[config.mk]
export PLATFORM = sky130hd
export DESIGN_NAME = vedacao_ctrl
export DESIGN_NICKNAME = d
export VERILOG_FILES = /design/src/rtl/vedacao_ctrl.sv
export SDC_FILE = /design/constraint.sdc
export NUM_CORES = 1
export LEC_CHECK = 0
export ABC_CLOCK_PERIOD_IN_PS = 3020
export CORE_ASPECT_RATIO = 1.5
export CORE_MARGIN = 2
export CORE_UTILIZATION = 38
export DETAILED_ROUTE_END_ITERATION = 8
export HOLD_SLACK_MARGIN = 0.1
export PLACE_DENSITY = 0.65
export SETUP_SLACK_MARGIN = 0.02
export SLEW_MARGIN = 20
export SYNTH_ARGS = -nofsm -noshare
export SYNTH_HDL_FRONTEND = slang
export SYNTH_SLANG_ARGS = --single-unit
[constraint.sdc]
create_clock -name clk -period 3.02 [get_ports clk]
set_clock_uncertainty 0.1 [all_clocks]
set_input_delay 0.302 -clock clk [delete_from_list [all_inputs] [get_ports clk]]
set_output_delay 0.302 -clock clk [all_outputs]
set_load 0.01 [all_outputs]
[src/rtl/vedacao_ctrl.sv]
// Capping-station controller: seals the bottle held at the sealing position,
// tracks the cap magazine and requests refills through a req/ack handshake.
module vedacao_ctrl #(
  parameter int SEAL_CYC = 4,
  parameter int CAP_MAX  = 15,
  parameter int LOW_MARK = 5
) (
  input  logic       clk,
  input  logic       reset,
  input  logic       pos_ve,
  input  logic       refill_ack,
  output logic       ve_act,
  output logic       ve_done,
  output logic       refill_req,
  output logic       cap_low,
  output logic       cap_empty,
  output logic [7:0] cap_cnt,
  output logic [7:0] seal_total
);

  localparam logic [7:0] CAP_FULL   = 8'(CAP_MAX);
  localparam logic [7:0] LOW_LEVEL  = 8'(LOW_MARK);
  localparam logic [7:0] TIMER_LOAD = 8'(SEAL_CYC - 1);

  typedef enum logic [2:0] {
    IDLE     = 3'd0,
    WAIT_CAP = 3'd1,
    PRESS    = 3'd2,
    DONE     = 3'd3,
    HOLD     = 3'd4
  } state_t;

  state_t     state_r;
  logic [7:0] timer_r;
  logic [7:0] cap_cnt_r;
  logic [7:0] seal_total_r;
  logic       ve_act_r;
  logic       ve_done_r;
  logic       refill_req_r;

  logic       dec_s;
  logic       ack_s;
  logic [7:0] cap_next_s;

  // Cap consumption on PRESS entry and magazine reload on an accepted ack
  always_comb begin
    dec_s      = 1'b0;
    ack_s      = refill_req_r & refill_ack;
    cap_next_s = cap_cnt_r;
    case (state_r)
      IDLE, WAIT_CAP: dec_s = pos_ve & (cap_cnt_r != 8'd0);
      default:        dec_s = 1'b0;
    endcase
    if (ack_s) begin
      // A reload coinciding with a PRESS entry still consumes that cap
      cap_next_s = CAP_FULL - {7'd0, dec_s};
    end else if (dec_s) begin
      cap_next_s = cap_cnt_r - 8'd1;
    end else begin
      cap_next_s = cap_cnt_r;
    end
  end

  // Sealing FSM, magazine counter and refill request, all with registered outputs
  always_ff @(posedge clk or negedge reset) begin
    if (!reset) begin
      state_r      <= IDLE;
      timer_r      <= 8'd0;
      cap_cnt_r    <= CAP_FULL;
      seal_total_r <= 8'd0;
      ve_act_r     <= 1'b0;
      ve_done_r    <= 1'b0;
      refill_req_r <= 1'b0;
    end else begin
      cap_cnt_r <= cap_next_s;
      if (refill_req_r) begin
        refill_req_r <= ~refill_ack;
      end else begin
        refill_req_r <= cap_low;
      end

      case (state_r)
        IDLE, WAIT_CAP: begin
          ve_done_r <= 1'b0;
          if (!pos_ve) begin
            state_r  <= IDLE;
            ve_act_r <= 1'b0;
          end else if (dec_s) begin
            state_r  <= PRESS;
            timer_r  <= TIMER_LOAD;
            ve_act_r <= 1'b1;
          end else begin
            state_r  <= WAIT_CAP;
            ve_act_r <= 1'b0;
          end
        end
        PRESS: begin
          if (!pos_ve) begin
            // Abort: the consumed cap is deliberately not returned
            state_r   <= IDLE;
            ve_act_r  <= 1'b0;
            ve_done_r <= 1'b0;
          end else if (timer_r == 8'd0) begin
            state_r      <= DONE;
            ve_act_r     <= 1'b0;
            ve_done_r    <= 1'b1;
            seal_total_r <= seal_total_r + 8'd1;
          end else begin
            timer_r   <= timer_r - 8'd1;
            ve_act_r  <= 1'b1;
            ve_done_r <= 1'b0;
          end
        end
        DONE: begin
          state_r   <= HOLD;
          ve_act_r  <= 1'b0;
          ve_done_r <= 1'b0;
        end
        HOLD: begin
          ve_act_r  <= 1'b0;
          ve_done_r <= 1'b0;
          if (!pos_ve) begin
            state_r <= IDLE;
          end else begin
            state_r <= HOLD;
          end
        end
        default: begin
          state_r   <= IDLE;
          ve_act_r  <= 1'b0;
          ve_done_r <= 1'b0;
        end
      endcase
    end
  end

  assign ve_act     = ve_act_r;
  assign ve_done    = ve_done_r;
  assign refill_req = refill_req_r;
  assign cap_cnt    = cap_cnt_r;
  assign seal_total = seal_total_r;
  assign cap_low    = (cap_cnt_r <= LOW_LEVEL);
  assign cap_empty  = (cap_cnt_r == 8'd0);

endmodule
==> results of run 1 <==
==> metrics by stage <==
stage	total power, mW	instance area (um2)	hold WS [ps]	worst slack, ps
6_report	1.55	2000	304	358
5_1_grt	1.67	2000	333	249
4_1_cts	1.57	2000	310	344
3_5_place_dp	1.23	1910	364	671
3_3_place_gp	1.20	1910	362	701
2_1_floorplan	1.00	1610	-93.6	1050
==> Yosys cell counts (2+ instances only) <==
cell type   n
a21oi_1     9
a221o_1     2
a31oi_1     2
and2_1      2
and3_1      5
and3b_1     2
buf_2       2
dfrtp_1    26
dfstp_2     4
ha_1        6
inv_1       6
nand2_1    10
nand2b_1    2
nand3b_1    2
nand4_1     3
nor2_1     12
nor3_1      4
nor4b_2     2
o21ai_0     4
o31ai_1     2
or2_2       2
or3_1       2
or3b_2      2
or4_1       2
xnor2_1     8
xor2_1      2
==> power groups by stage <==
stage | Sequential (mW) | Combinational (mW) | Clock [mW]
final | 0.643 | 0.578 | 0.333
after global placement | 0.638 | 0.567 | 0
after floorplan | 0.646 | 0.356 | 0
after global routing | 0.665 | 0.646 | 0.364
after CTS | 0.643 | 0.584 | 0.343
after detailed placement | 0.649 | 0.582 | 0
==> registers in the layout, summed over array words and instances (netlist names) <==
name / cells
cap_cnt: 8
refill_req: 1
seal_total: 8
state_r: 3
timer_r: 8
ve_act: 1
ve_done: 1
==> worst paths after layout <==
kind	start	end	slack, ps	cells past startpoint
max	cap_cnt[1]$_DFFE_PN1P_	cap_empty	360	5
min	reset	ve_done$_DFF_PN0_	300	2
max reg2reg	cap_cnt[0]$_DFFE_PN1P_	cap_cnt[6]$_DFFE_PN0P_	950	6
min reg2reg	seal_total[7]$_DFFE_PN0P_	seal_total[7]$_DFFE_PN0P_	370	1
max in group asynchronous	reset	cap_cnt[2]$_DFFE_PN1P_	2200	2
min in group clk	seal_total[7]$_DFFE_PN0P_	seal_total[7]$_DFFE_PN0P_	370	1
==> worst max-delay path, stage by stage, from the launching register on <==
cell and delay, ps:
dfstp_2 380, inv_1 90, ha_1 290, or3b_2 550
nor2_1 120, clkdlybuf4s50_1 550
==> area by class of cell <==
| type | instances | area [um2] |
|---|---|---|
| well taps | 46 | 57.6 |
| clock inverters | 1 | 5.00 |
| inverters | 6 | 22.5 |
| flip-flops and latches | 30 | 756 |
| multi-input cells | 108 | 820 |
| fillers | 404 | 2130 |
| repair buffers | 26 | 255 |
| clock buffers | 7 | 86.3 |
==> layer usage <==
| metal | share of wire, % | wire length, um | GRT usage, % |
|---|---|---|---|
| met4 | 1.6 | 55 | 7.82 |
| met2 | 55 | 1920 | 28.1 |
| met1 | 39 | 1360 | 18.2 |
| met5 | 0 | 0 | 0 |
| met3 | 4.3 | 149 | 4.50 |
==> kinds of logic after synthesis <==
kind of cell               count (synthesis)
muxes                                      1
adders and majority gates                  6
and+or+nand+nor                           61
DFF                                       30
AOI/OAI and AO/OA                         30
xor gates and xnor gates                  10
buffers and inverters                      8
==> flow_summary.yaml, run 1 <==
power:
  p_comb_share_pct: 37.2
  power_leakage_nw: 0.877
  clkPwrFrac_pct: 21.4
  power_density_nw_per_um2: 777
  p_sw_share_pct: 37.2
  power.switching_mw: 0.578
  seq_power_share_pct: 41.4
  internal_power_mw: 0.977
  peakVddDrop_mv: 0.445
clock_network:
  cts_hold_buf: 0
  cts_root_buffer: "clkbuf_8"
  numCtsBuffers: 5
  cts_num_sinks: 30
  htreeDepth: 2
  cts.path.max_buffers: 2
  cts_tree: "built"
  cts_resized: 0
  insertion_delay_ps: 280
  clk_pin_slew_ps: 60
  post_cts_buffers: 0
detailed_routing:
  drc: 0
  first_pass_iters: 4
  wl_per_cell_um: 15.5
  vias: 1231
  drtIter0Drc: 21
  routed_wl_um: 3480
  ant_nets: 0
  routed_via_density: 5.50
critical_path:
  cp-start-kind: "flop"
  crit_arrival_ps: 2260
  crit_path_end_kind: "output pin"
  crit_required_ps: 2620
  critPathKind: "reg2out"
  cp_max_fo: 4
place:
  dp_hpwl_um: 2550
  dp.cells: 216
  io_buffers: 24
  gp_congestion: 0.805
layout:
  final_cell_mix: "dfrtp_1 (26), clkdlybuf4s50_1 (24), nor2_1 (12)"
  final_common_cell: "dfrtp_1"
  final_cell_count_no_fill: 224
  drive_gt1_share_pct: 17.4
  diodes: 0
  nets: 187
  syn_to_final_growth_pct: 24.5
  fin_util_pct: 48.4
logic_synthesis:
  syn_nets: 156
  synth.distinct_cells: 47
  synth_compound_area_share_pct: 15.6
  yosys-mux-area-fraction_pct: 0.700
  async_flop_share_pct: 100
  yosys.area.top_type: "dfrtp_1"
  synthXorXnorAreaFrac_pct: 5.45
  avgSynthCellArea_um2: 11.0
  synth-seq-cells: 30
  seq_area_frac_synth_pct: 47.0
  ys.flop_type: "dfrtp_1"
  syn-cell-area_um2: 1610
  synth_adder_area_share_pct: 4.67
  synthSimpleGateAreaFrac_pct: 24.6
  synth_top_family_by_area: "simple AND/OR/NAND/NOR gates"
  syn_inst: 146
  synth_edf_count: 0
  ys_top_cells_by_area: "dfrtp_1 (40%), dfstp_2 (6.5%), ha_1 (4.7%)"
  ys.warnings.count: 0
  yosysTopAreaCellShare_pct: 40.5
grt:
  grt_pass1_wl_um: 6090
  grt_antenna_before_repair: 0
  grt_overflow_total: 0
  grt_pass1_vias: 1287
  grt_usage_pct: 16.4
  grt_max_degree: 31
job:
  drv_cap: 0
die:
  die_y_um: 83.7
  io_pins: 25
  initial_core_util_pct: 38.9
  dieArea_um2: 4780
  coreArea_um2: 4140
  rows: 29
  die_x_um: 57.1
timing:
  slew-limit-headroom_pct: 67.0
  period_needed_ps: 2660
  drv_slew: 0
  rsz0062_at_grt: "false"
  timing.fmax_ghz: 0.376
  worst_pin_slew_ps: 495
  setup_violations: 0
  fin_crit_sh_pct: 88.1
  fin_setup_tns_ps: 0
  hold_violations: 0
hold_path:
  holdCritPathClass: "in2async"
outcome:
  status: "finished clean"
(Power assumes the default switching activity.)
==> inputs of run 2 (changes only) <==
--- a/config.mk
+++ b/config.mk
@@ -8,10 +8,10 @@
 export ABC_CLOCK_PERIOD_IN_PS = 3020
 export CORE_ASPECT_RATIO = 1.5
 export CORE_MARGIN = 2
-export CORE_UTILIZATION = 38
+export CORE_UTILIZATION = 40
 export DETAILED_ROUTE_END_ITERATION = 8
 export HOLD_SLACK_MARGIN = 0.1
-export PLACE_DENSITY = 0.65
+export PLACE_DENSITY = 0.67
 export SETUP_SLACK_MARGIN = 0.02
 export SLEW_MARGIN = 20
 export SYNTH_ARGS = -nofsm -noshare
==> run 2 against run 1 <==
Compared with the run above:
- fmax shrank 0.63%
- combinational power up 1%
- die area decreased by 4.7%
- non-clock buffer count did not move
- largest power group unchanged
- flip-flop and latch count unchanged
- clock power increased by 17%
- power is 4.3% higher
- global-route usage rose by 0.25 points
- wire length down 2.6%
- count of clock-buffer cells in the layout unchanged
- via count up 2.2%
- core utilization increased by 3.4 points
==> flow_summary.yaml, run 2 (synthesis gave the netlist of run 1 again) <==
outcome:
  status: "finished clean"
layout:
  seq_area_um2: 756
  final_cell_mix: "dfrtp_1 (26), clkdlybuf4s50_1 (24), nor2_1 (12)"
  final_common_cell: "dfrtp_1"
  syn_to_final_growth_pct: 25.4
  nets: 187
  diodes: 0
  final_cell_count_no_fill: 223
  nFillCells: 356
  fin_util_pct: 51.8
  drive_gt1_share_pct: 16.9
  multi_input_area_um2: 820
clock_network:
  insertion_delay_ps: 280
  htreeDepth: 2
  cts_hold_buf: 0
  post_cts_buffers: 0
  cts_resized: 0
  cts.path.max_buffers: 2
  numCtsBuffers: 5
  cts_tree: "built"
  clk_pin_slew_ps: 70
  cts_root_buffer: "clkbuf_8"
  cts_num_sinks: 30
power:
  p_sw_share_pct: 35.7
  power_leakage_nw: 0.881
  power_density_nw_per_um2: 804
  clkPwrFrac_pct: 24.1
  internal_power_mw: 1.04
  power.switching_mw: 0.579
  p_comb_share_pct: 36.1
  peakVddDrop_mv: 0.462
  seq_power_share_pct: 39.8
hold_path:
  holdCritPathClass: "in2async"
detailed_routing:
  routed_wl_um: 3390
  route.met3.wl_um: 139
  vias: 1258
  top_layer: "met4"
  first_pass_iters: 4
  drc: 0
  routed_via_density: 5.64
  drt-met1-wl_um: 1320
  ant_nets: 0
  met2_wirelength_um: 1800
  wl_per_cell_um: 15.2
  drtIter0Drc: 22
critical_path:
  crit_required_ps: 2620
  cp.depth: 5
  crit_chain: "inv_1 -> ha_1 -> or3b_2 -> nor2_1 -> clkdlybuf4s50_1"
  cp-start-kind: "flop"
  critPathSlowestCell: "or3b_2"
  cpPeakStageDelay_ps: 550
  cp_max_fo: 4
  crit_buf_inv: 2
  critPathKind: "reg2out"
  cpLargestDelayFamily: "simple AND/OR/NAND/NOR gates"
  crit_path_end_kind: "output pin"
  crit_arrival_ps: 2280
  reg2reg_depth: 6
timing:
  period_needed_ps: 2680
  drv_slew: 0
  timing.fmax_ghz: 0.373
  slew-limit-headroom_pct: 66.2
  setup_violations: 0
  final.setup.worst_slack_ps: 341
  hold_violations: 0
  worst_pin_slew_ps: 508
  fin_setup_tns_ps: 0
  rsz0062_at_grt: "false"
  fin_crit_sh_pct: 88.7
grt:
  grt_pass1_wl_um: 5830
  grt_usage_pct: 16.6
  grt_overflow_total: 0
  grt_max_degree: 31
  grt_pass1_vias: 1298
  grt_antenna_before_repair: 0
die:
  dieArea_um2: 4550
  rows: 28
  die_y_um: 81.7
  die_x_um: 55.8
  initial_core_util_pct: 41.3
  coreArea_um2: 3890
  io_pins: 25
place:
  io_buffers: 24
  dp_hpwl_um: 2540
  pre_cts_slack_ps: 660
  gp_congestion: 0.829
  dp.cells: 215
job:
  drv_cap: 0
run 2: changes by cell type in the layout (fill, tap and decap cells not counted):
cell,change
bufinv_16,+1
clkbuf_1,+1
clkbuf_8,-1
clkinv_2,-1
run 2: power groups by stage:
stage | logic, mW | registers, mW | clock network, mW
floorplan | 0.356 | 0.646 | 0
global placement | 0.566 | 0.638 | 0
detailed placement | 0.591 | 0.646 | 0
CTS | 0.594 | 0.641 | 0.400
global route | 0.647 | 0.661 | 0.423
finish | 0.586 | 0.644 | 0.391
run 2: layer usage:
layer	global-route usage, %	vias up
met5	0	-
met4	11.5	0
met3	4.09	13
met2	31.0	41
met1	16.1	612
li1	-	592
run 2: cell type report:
class                   count  share of cell area [%]
repair buffers             26                    12.7
flip-flops and latches     30                    37.5
well taps                  45                    2.79
inverters                   6                    1.12
clock buffers               7                    3.79
multi-input cells         108                    40.7
clock inverters             1                    1.49
run 2: path summary, 6_finish.rpt:
path                                           startpoint                         to  slack [ps]
worst max-delay path               cap_cnt[1]$_DFFE_PN1P_                  cap_empty         340
worst min-delay path                                reset  seal_total[6]$_DFFE_PN0P_         310
worst max register to register     cap_cnt[0]$_DFFE_PN1P_     cap_cnt[6]$_DFFE_PN0P_         890
worst min register to register  seal_total[7]$_DFFE_PN0P_  seal_total[7]$_DFFE_PN0P_         380
max in group asynchronous                           reset     cap_cnt[3]$_DFFE_PN1P_        2190
min in group clk                seal_total[7]$_DFFE_PN0P_  seal_total[7]$_DFFE_PN0P_         380
run 2: per-stage QoR:
stage | area (um2) | power (mW) | hold WS (ps)
final | 2020 | 1.62 | 309
after global routing | 2020 | 1.73 | 342
after CTS | 2020 | 1.64 | 326
after detailed placement | 1910 | 1.24 | 365
after global placement | 1910 | 1.20 | 361
after floorplan | 1610 | 1.00 | -93.6
==> inputs of run 3 (changes only) <==
--- a/config.mk
+++ b/config.mk
@@ -5,13 +5,12 @@
 export SDC_FILE = /design/constraint.sdc
 export NUM_CORES = 1
 export LEC_CHECK = 0
-export ABC_CLOCK_PERIOD_IN_PS = 3020
+export ABC_CLOCK_PERIOD_IN_PS = 2300
 export CORE_ASPECT_RATIO = 1.5
-export CORE_MARGIN = 2
 export CORE_UTILIZATION = 40
 export DETAILED_ROUTE_END_ITERATION = 8
 export HOLD_SLACK_MARGIN = 0.1
-export PLACE_DENSITY = 0.67
+export PLACE_DENSITY = 0.7
 export SETUP_SLACK_MARGIN = 0.02
 export SLEW_MARGIN = 20
 export SYNTH_ARGS = -nofsm -noshare
==> constraint.sdc (replaced) <==
create_clock -name clk -period 2.3 [get_ports clk]
set_clock_uncertainty 0.1 [all_clocks]
set_input_delay 0.23 -clock clk [delete_from_list [all_inputs] [get_ports clk]]
set_output_delay 0.23 -clock clk [all_outputs]
set_load 0.01 [all_outputs]
==> run 3 against run 2 <==
Compared with the run above:
- clock power grew 14%
- wire length grew 3.9%
- sequential power grew 31%
- sequential share of layout area shrank 0.46 points
- flip-flop and latch count is the same
- first-iteration DRC count grew 27%
- die area shrank 5.9%
- global-route usage grew 3.0 points
- core utilization grew 2.6 points
- setup slack lost 170 ps
- count of clock-buffer cells in the layout is the same
- via count grew 1.9%
- highest routed layer unchanged
==> flow_summary.yaml, run 3 (synthesis gave the netlist of run 1 again) <==
outcome:
  status: "finished clean"
place:
  io_buffers: 24
  gp_congestion: 0.835
  dp_hpwl_um: 2590
  placed_cell_area_um2: 1950
power:
  power_density_nw_per_um2: 1020
  peakVddDrop_mv: 0.711
  power_leakage_nw: 0.918
  total_power_mw: 2.07
detailed_routing:
  first_pass_iters: 4
  ant_nets: 0
  routed_via_density: 5.65
  wl_per_cell_um: 15.5
  routed_wl_um: 3520
  drtIter0Drc: 28
  drc: 0
  vias: 1282
grt:
  grt_pass1_vias: 1257
  grt_max_degree: 31
  grt_antenna_before_repair: 0
  grt_overflow_total: 0
  grt_pass1_wl_um: 5940
  grt_usage_pct: 19.6
layout:
  fin_util_pct: 54.4
  final_cell_mix: "dfrtp_1 (26), clkdlybuf4s50_1 (22), nor2_1 (12)"
  stdcell_area_um2: 2040
  drive_gt1_share_pct: 20.1
  syn_to_final_growth_pct: 26.9
  diodes: 0
  final_common_cell: "dfrtp_1"
  nets: 193
critical_path:
  critPathSlowestCell: "or3b_2"
  cp-start-kind: "flop"
  cp_max_fo: 4
  crit_path_end_kind: "output pin"
  crit_required_ps: 1970
  cp.depth: 5
  crit_chain: "inv_1 -> ha_1 -> or3b_2 -> nor2_1 -> dlygate4sd2_1"
  reg2reg_depth: 7
  crit_buf_inv: 2
  cpPeakStageDelay_ps: 470
  crit_arrival_ps: 1800
  cpLargestDelayFamily: "simple AND/OR/NAND/NOR gates"
  critPathKind: "reg2out"
clock_network:
  cts_tree: "built"
  cts_root_buffer: "clkbuf_8"
  numCtsBuffers: 5
  insertion_delay_ps: 290
  cts.path.max_buffers: 2
  htreeDepth: 2
  cts_num_sinks: 30
  clk_pin_slew_ps: 70
timing:
  period_needed_ps: 2130
  drv_slew: 0
  timing.fmax_ghz: 0.469
  slew-limit-headroom_pct: 73.6
  fin_setup_tns_ps: 0
  rsz0062_at_grt: "false"
  whs_ps: 233
  fin_crit_sh_pct: 92.6
  hold_violations: 0
  worst_pin_slew_ps: 395
  setup_violations: 0
die:
  die_x_um: 53.8
  initial_core_util_pct: 42.9
  die_y_um: 79.7
  rows: 27
  io_pins: 25
  coreArea_um2: 3750
  dieArea_um2: 4280
job:
  drv_cap: 0
hold_path:
  holdCritPathClass: "in2async"
run 3: timing repair:
action                     4_1_cts  5_1_grt
setup buffers                    0        0
gates resized for setup          2        0
hold buffers                     0        0
setup endpoints to repair        2        0
hold endpoints to repair         0        0
run 3: layout make-up:
cell class	count	area (um2)
Clock inverter	1	5.00
Tap cell	43	53.8
Timing Repair Buffer	32	298
Clock buffer	7	86.3
Sequential cell	30	756
Multi-Input combinational cell	108	820
Inverter	6	22.5
Fill cell	336	1710
run 3: where the power goes:
part           total [mW]  switching, mW  leakage, nW  internal (mW)
Sequential          0.841          0.163        0.390          0.678
Combinational       0.785          0.408        0.480          0.378
Clock               0.447          0.206       0.0482          0.241
Total                2.07          0.777        0.918           1.30
run 3: per-stage QoR:
stage	worst slack (ps)	std cells
6_report	169	227
4_1_cts	150	227
5_1_grt	62.5	227
2_1_floorplan	327	146
3_5_place_dp	118	219
3_3_place_gp	186	219
run 3: final timing paths:
| kind | start | to | slack (ps) |
|---|---|---|---|
| setup reg to reg | cap_cnt[0]$_DFFE_PN1P_ | cap_cnt[6]$_DFFE_PN0P_ | 240 |
| max in group asynchronous | reset | cap_cnt[0]$_DFFE_PN1P_ | 1540 |
| min in group clk | seal_total[7]$_DFFE_PN0P_ | seal_total[7]$_DFFE_PN0P_ | 380 |
| hold / removal | reset | seal_total[2]$_DFFE_PN0P_ | 230 |
| hold reg to reg | seal_total[7]$_DFFE_PN0P_ | seal_total[7]$_DFFE_PN0P_ | 380 |
| setup / recovery | cap_cnt[1]$_DFFE_PN1P_ | cap_empty | 170 |
run 3: per-layer routing:
metal | global-route usage, % | wire length, um | up-vias
li1 | - | - | 604
met1 | 20.5 | 1360 | 633
met2 | 34.1 | 1910 | 37
met3 | 4.76 | 149 | 8
met4 | 11.1 | 105 | 0
met5 | 0 | 0 | -
